--- config.mk ---
export PLATFORM = sky130hd
export DESIGN_NAME = uart_receiver
export DESIGN_NICKNAME = d
export VERILOG_FILES = /design/src/rtl/uart_receiver.sv
export SDC_FILE = /design/constraint.sdc
export NUM_CORES = 1
export LEC_CHECK = 0
export CORE_MARGIN = 10
export CORE_UTILIZATION = 45
export DETAILED_ROUTE_END_ITERATION = 7
export GPL_ROUTABILITY_DRIVEN = 0
export PLACE_DENSITY = 0.66
export SLEW_MARGIN = 20
export SYNTH_ARGS = -nofsm -noshare
export SYNTH_HDL_FRONTEND = slang
export SYNTH_SLANG_ARGS = --single-unit
--- constraint.sdc ---
create_clock -name s_clk -period 1.51 [get_ports s_clk]
set_clock_uncertainty 0.05 [all_clocks]
set_input_delay 0.302 -clock s_clk [delete_from_list [all_inputs] [get_ports s_clk]]
set_output_delay 0.302 -clock s_clk [all_outputs]
set_load 0.02 [all_outputs]
--- src/rtl/uart_receiver.sv ---
// -----------------------------------------------------------------------------
// uart_receiver
//   UART serial receiver for 8N1-style frames (LSB first, idle high).
//   Rx is oversampled on s_clk (OVERSAMPLE ticks per bit). The start bit is
//   confirmed at mid-bit. DATA_BITS data bits are then shifted in and the stop
//   bit is checked. The received word is presented on Dout together with a
//   one-cycle Rx_done strobe.
//
//   Optional feature macro: UART_RX_MAJORITY_EN
//     defined   -> each sample point uses a 2-of-3 majority of the synchronized
//                  line (current plus two previous values), which rejects
//                  single-tick glitches without adding latency.
//     undefined -> each sample point uses the synchronized line directly.
//
// Ports
//   s_clk      in   1          sampling clock, OVERSAMPLE x baud
//   rst        in   1          asynchronous, active-high reset
//   Rx         in   1          asynchronous serial input
//   Dout       out  DATA_BITS  last received word, held until the next frame ends
//   Rx_done    out  1          one-cycle pulse when the stop bit is sampled
//   Frame_err  out  1          stop bit sampled low; updated with every Rx_done
//   Busy       out  1          high whenever the receiver is not idle
// -----------------------------------------------------------------------------
module uart_receiver #(
    parameter int OVERSAMPLE = 16,
    parameter int DATA_BITS  = 8
) (
    input  logic                 s_clk,
    input  logic                 rst,
    input  logic                 Rx,
    output logic [DATA_BITS-1:0] Dout,
    output logic                 Rx_done,
    output logic                 Frame_err,
    output logic                 Busy
);

    localparam int TICK_W = $clog2(OVERSAMPLE);
    localparam int BIT_W  = $clog2(DATA_BITS + 1);

    localparam logic [TICK_W-1:0] TICK_ZERO = {TICK_W{1'b0}};
    localparam logic [TICK_W-1:0] TICK_ONE  = TICK_W'(1);
    localparam logic [TICK_W-1:0] TICK_HALF = TICK_W'(OVERSAMPLE / 2 - 1);
    localparam logic [TICK_W-1:0] TICK_LAST = TICK_W'(OVERSAMPLE - 1);
    localparam logic [BIT_W-1:0]  BIT_ZERO  = {BIT_W{1'b0}};
    localparam logic [BIT_W-1:0]  BIT_ONE   = BIT_W'(1);
    localparam logic [BIT_W-1:0]  BIT_LAST  = BIT_W'(DATA_BITS - 1);

    typedef enum logic [1:0] {
        IDLE  = 2'd0,
        START = 2'd1,
        DATA  = 2'd2,
        STOP  = 2'd3
    } state_t;

    state_t                 state_r;
    state_t                 state_s;
    logic [TICK_W-1:0]      tick_r;
    logic [TICK_W-1:0]      tick_s;
    logic [BIT_W-1:0]       bit_r;
    logic [BIT_W-1:0]       bit_s;
    logic [DATA_BITS-1:0]   shreg_r;
    logic [DATA_BITS-1:0]   shreg_s;
    logic [DATA_BITS-1:0]   dout_r;
    logic [DATA_BITS-1:0]   dout_s;
    logic                   done_r;
    logic                   done_s;
    logic                   ferr_r;
    logic                   ferr_s;
    logic                   busy_r;
    logic                   busy_s;

    logic [1:0]             sync_r;
    logic                   rx_s;
    logic                   rx_prev_r;
    logic                   sample_s;

    assign rx_s = sync_r[1];

    // Two-flop synchronizer for Rx plus a one-cycle delayed copy for edge detection
    always_ff @(posedge s_clk or posedge rst) begin
        if (rst) begin
            sync_r    <= 2'b11;
            rx_prev_r <= 1'b1;
        end else begin
            sync_r    <= {sync_r[0], Rx};
            rx_prev_r <= rx_s;
        end
    end

`ifdef UART_RX_MAJORITY_EN
    // 2-of-3 vote used at every sample point
    function automatic logic majority3(input logic a, input logic b, input logic c);
        return (a & b) | (a & c) | (b & c);
    endfunction

    logic [1:0] hist_r;

    // Two previous synchronized values; together with rx_s they form the vote window
    always_ff @(posedge s_clk or posedge rst) begin
        if (rst) begin
            hist_r <= 2'b11;
        end else begin
            hist_r <= {hist_r[0], rx_s};
        end
    end

    assign sample_s = majority3(rx_s, hist_r[0], hist_r[1]);
`else
    assign sample_s = rx_s;
`endif

    // Next-state and next-output logic of the receive FSM
    always_comb begin
        state_s = state_r;
        tick_s  = tick_r;
        bit_s   = bit_r;
        shreg_s = shreg_r;
        dout_s  = dout_r;
        done_s  = 1'b0;
        ferr_s  = ferr_r;
        case (state_r)
            IDLE: begin
                tick_s = TICK_ZERO;
                bit_s  = BIT_ZERO;
                // Only a high-to-low transition arms a frame, so a held-low
                // line (break) cannot restart reception.
                if (!rx_s && rx_prev_r) begin
                    state_s = START;
                end else begin
                    state_s = IDLE;
                end
            end
            START: begin
                if (tick_r == TICK_HALF) begin
                    tick_s = TICK_ZERO;
                    bit_s  = BIT_ZERO;
                    if (!sample_s) begin
                        state_s = DATA;
                    end else begin
                        state_s = IDLE;
                    end
                end else begin
                    tick_s = tick_r + TICK_ONE;
                end
            end
            DATA: begin
                if (tick_r == TICK_LAST) begin
                    tick_s  = TICK_ZERO;
                    shreg_s = {sample_s, shreg_r[DATA_BITS-1:1]};
                    bit_s   = bit_r + BIT_ONE;
                    if (bit_r == BIT_LAST) begin
                        state_s = STOP;
                    end else begin
                        state_s = DATA;
                    end
                end else begin
                    tick_s = tick_r + TICK_ONE;
                end
            end
            STOP: begin
                if (tick_r == TICK_LAST) begin
                    tick_s  = TICK_ZERO;
                    dout_s  = shreg_r;
                    done_s  = 1'b1;
                    ferr_s  = ~sample_s;
                    state_s = IDLE;
                end else begin
                    tick_s = tick_r + TICK_ONE;
                end
            end
            default: begin
                state_s = IDLE;
                tick_s  = TICK_ZERO;
                bit_s   = BIT_ZERO;
            end
        endcase
        // Busy is registered from the next state so it tracks state != IDLE exactly
        busy_s = (state_s != IDLE);
    end

    // FSM state, counters, shift register and registered outputs
    always_ff @(posedge s_clk or posedge rst) begin
        if (rst) begin
            state_r <= IDLE;
            tick_r  <= TICK_ZERO;
            bit_r   <= BIT_ZERO;
            shreg_r <= {DATA_BITS{1'b0}};
            dout_r  <= {DATA_BITS{1'b0}};
            done_r  <= 1'b0;
            ferr_r  <= 1'b0;
            busy_r  <= 1'b0;
        end else begin
            state_r <= state_s;
            tick_r  <= tick_s;
            bit_r   <= bit_s;
            shreg_r <= shreg_s;
            dout_r  <= dout_s;
            done_r  <= done_s;
            ferr_r  <= ferr_s;
            busy_r  <= busy_s;
        end
    end

    assign Dout      = dout_r;
    assign Rx_done   = done_r;
    assign Frame_err = ferr_r;
    assign Busy      = busy_r;

endmodule
==> summary.txt <==
Worst hold path
  – HP Class: input pin to async pin

Clock network
  – Clk pin slew, worst setup/hold paths: 100 ps
  – H-tree lvl count: 2
  – Max clock buf depth: 2
  – TritonCTS Sinks: 32
  – CTS Buf Count: 5
  – CTS tree: yes
  – Hold_buf cts: 0
  – Clk_lat worst skew: 330 ps
  – Root Driver: clkbuf_4

Cells and area
  – Fin nets: 134
  – Multi-input combinational cell area: 523.0 um^2
  – Share of layout cells above drive strength 1: 0.2615
  – Filler cells: 230
  – ANT cells: 0
  – FF/Latch Area: 804.5 um^2
  – Final Instance Area: 0.001719 mm^2
  – Syn-to-layout area delta: 27.46%

Power and ir drop
  – Leakage: 0.8439 nW
  – Worst ir drop on vdd: 1162 uV
  – Pwr/cell area: 1468 mW/mm^2

Routing
  – Drt drc: 0
  – DR pass1 iterations: 4
  – Antenna violation net count after detailed routing: 0
  – Violation count after the first detailed-route iteration: 58
  – Vias: 857
  – Final wirelength: 2299 um
  – Routed WL per cell: 14.28 um
  – Vias/cell: 5.323

Die
  – Die width: 74.75 um
  – Core area: 0.002805 mm^2
  – Ports: 14
  – Die Area: 0.005587 mm^2
  – Initial Util: 0.4808
  – Die H: 74.75 um
  – Std cell rows: 19

Timing
  – Unrepaired setup endpoints after global routing: yes
  – Max Freq: 0.6949 GHz
  – Rel. slew slack: 0.8068
  – Actual slew at the worst max-slew pin: 289.8 ps
  – Period minus WS final: 1439 ps
  – Final setup viols: 0
  – Max-slew violation count: 0
  – Setup TNS: 0 ps
  – Final hold vios: 0
  – Final worst setup slack: 70.89 ps
  – Fin crit share: 0.9531

Global routing
  – Grt total ovfl: 0
  – Tot GR Track Use: 0.09923
  – Vias in the first global route: 932
  – Initial antenna violation count: 0
  – Pin count of the biggest net entering global routing: 33
  – First-pass GRT wire length: 4098 um

Critical path
  – Launching element type of the critical path: flop
  – Crit path kind: flop to flop
  – R2R Setup Slk: 70 ps
  – Setup crit end kind: flop
  – Top fanout value on the critical path: 8
  – Data required time of the worst path: 1680 ps
  – Critical Path AT: 1610 ps

Synthesis
  – Share of the synthesized area in the top cell type: 0.5380
  – Largest family of logic cells by synthesized area: multiplexers
  – Synth Area in XOR/XNOR: 0.01948
  – Synth Area in Simple Gates: 0.1150
  – Sequential area share after synthesis: 0.5965
  – Cell with the most instances after synthesis: dfrtp_1
  – Leading area contributor after synthesis: dfrtp_1
  – Flops & latches, synth: 32
  – Syn_nets: 106
  – Adder-cell share of the synthesized area: 0.01855
  – Top cells by count, synth: 29 x dfrtp_1, 15 x mux2_1, 5 x inv_1, 5 x nand3_1, 5 x nor2_1
  – Top_reg_cell synth: dfrtp_1
  – Syn Inst Count: 101
  – Ys async rst share: 1.000
  – Syn Area/Cell: 13.35 um^2
  – Mux share of post-synthesis cell area: 0.1438
  – Compound-Gate Fraction of Synth Area: 0.07328
  – Synth area leaders: dfrtp_1 54%, mux2_1 13%, dfstp_2 5.8%, ha_1 1.9%, nand3_1 1.9%
  – Netlist Area Pre-Place: 0.001349 mm^2
  – Synth cell types: 32
  – Number of enable flip-flop cells after synthesis: 0
  – Yosys warns: 0

Placement
  – Setup slack after placement: -29.49 ps
  – I/O Buffers: 13
  – DP HPWL: 1570 um
  – Placed instance area: 0.001572 mm^2

Run
  – Max cap viols: 0

Run status
  – Status: complete, no violations
==> critical path, cell delays in order (launching register included) <==
cell and delay (ps):
dfrtp_1 390, ha_4 160, nand3_4 110, nor2_4 270, mux2_1 350
==> per-layer routing <==
layer	vias up	global-route usage	share of wire
li1	417	-	-
met4	0	0.08613	0.037
met3	10	0.03942	0.058
met2	18	0.1402	0.43
met5	-	0	0
met1	412	0.1149	0.47
==> final timing paths <==
| check | start | end | cells past startpoint |
|---|---|---|---|
| hold / removal | rst | Dout[1] | 3 |
| min in group s_clk | sync_r[0] | sync_r[1] | 0 |
| hold reg to reg | sync_r[0] | sync_r[1] | 0 |
| max in group asynchronous | rst | rx_prev_r | 3 |
| setup reg to reg | tick_r[0] | shreg_r[6] | 4 |
| setup / recovery | tick_r[0] | shreg_r[6] | 4 |
==> timing repair <==
action	CTS	global route
pin swaps	1	1
resized for setup	11	5
endpoints found under the setup margin	19	20
setup buffers	1	3
==> cell type report <==
| type | instances | area share |
|---|---|---|
| repair buffers | 26 | 0.1390 |
| clock inverters | 1 | 0.01747 |
| multi-input cells | 59 | 0.3042 |
| inverters | 5 | 0.01092 |
| well taps | 31 | 0.02256 |
| clock buffers | 7 | 0.03785 |
| flip-flops and latches | 32 | 0.4680 |
==> registers in the layout (all words and copies together), names as in the netlist <==
name and cells:
Busy 1, Dout 8, Frame_err 1, Rx_done 1, bit_r 4, rx_prev_r 1, shreg_r 8, state_r 2
sync_r 2, tick_r 4
==> cells in the final DEF, fill, tap and decap left out, types with 3 or more instances in the layout <==
cell type	netlist	layout
dlygate4sd2_1	0	11
mux2_4	1	4
nor2_1	5	5
mux2_1	15	12
dfrtp_1	29	29
o22ai_1	3	3
dfstp_2	3	3
inv_1	5	5
nand3_1	5	5
nand2_1	3	3
buf_4	1	11
clkbuf_4	0	5
==> per-stage QoR <==
stage          utilization  power [mW]  hold WS [ps]  instances
3_3_place_gp        0.5602       1.744         297.1        149
6_report            0.6128       2.523         266.5        161
4_1_cts             0.5963       2.482         255.4        158
3_5_place_dp        0.5602       1.757         299.1        149
2_1_floorplan            -       1.529         256.5        101
5_1_grt             0.6128       2.702         246.7        161
==> kinds of logic after synthesis <==
kind of cell | after synthesis
AOI/OAI and AO/OA | 13
xor gates and xnor gates | 3
adders and majority gates | 2
buffers and inverters | 10
DFF | 32
muxes | 17
and+or+nand+nor | 24
==> report_power, final <==
group          internal, mW  leakage (nW)  switching, mW  total [mW]
sequential            0.972         0.418         0.0971        1.07
clock                 0.439        0.0515          0.282       0.722
combinational         0.346         0.374          0.386       0.732
total                  1.76         0.844          0.765        2.52
Note: power is estimated with default switching activity, not from simulation.
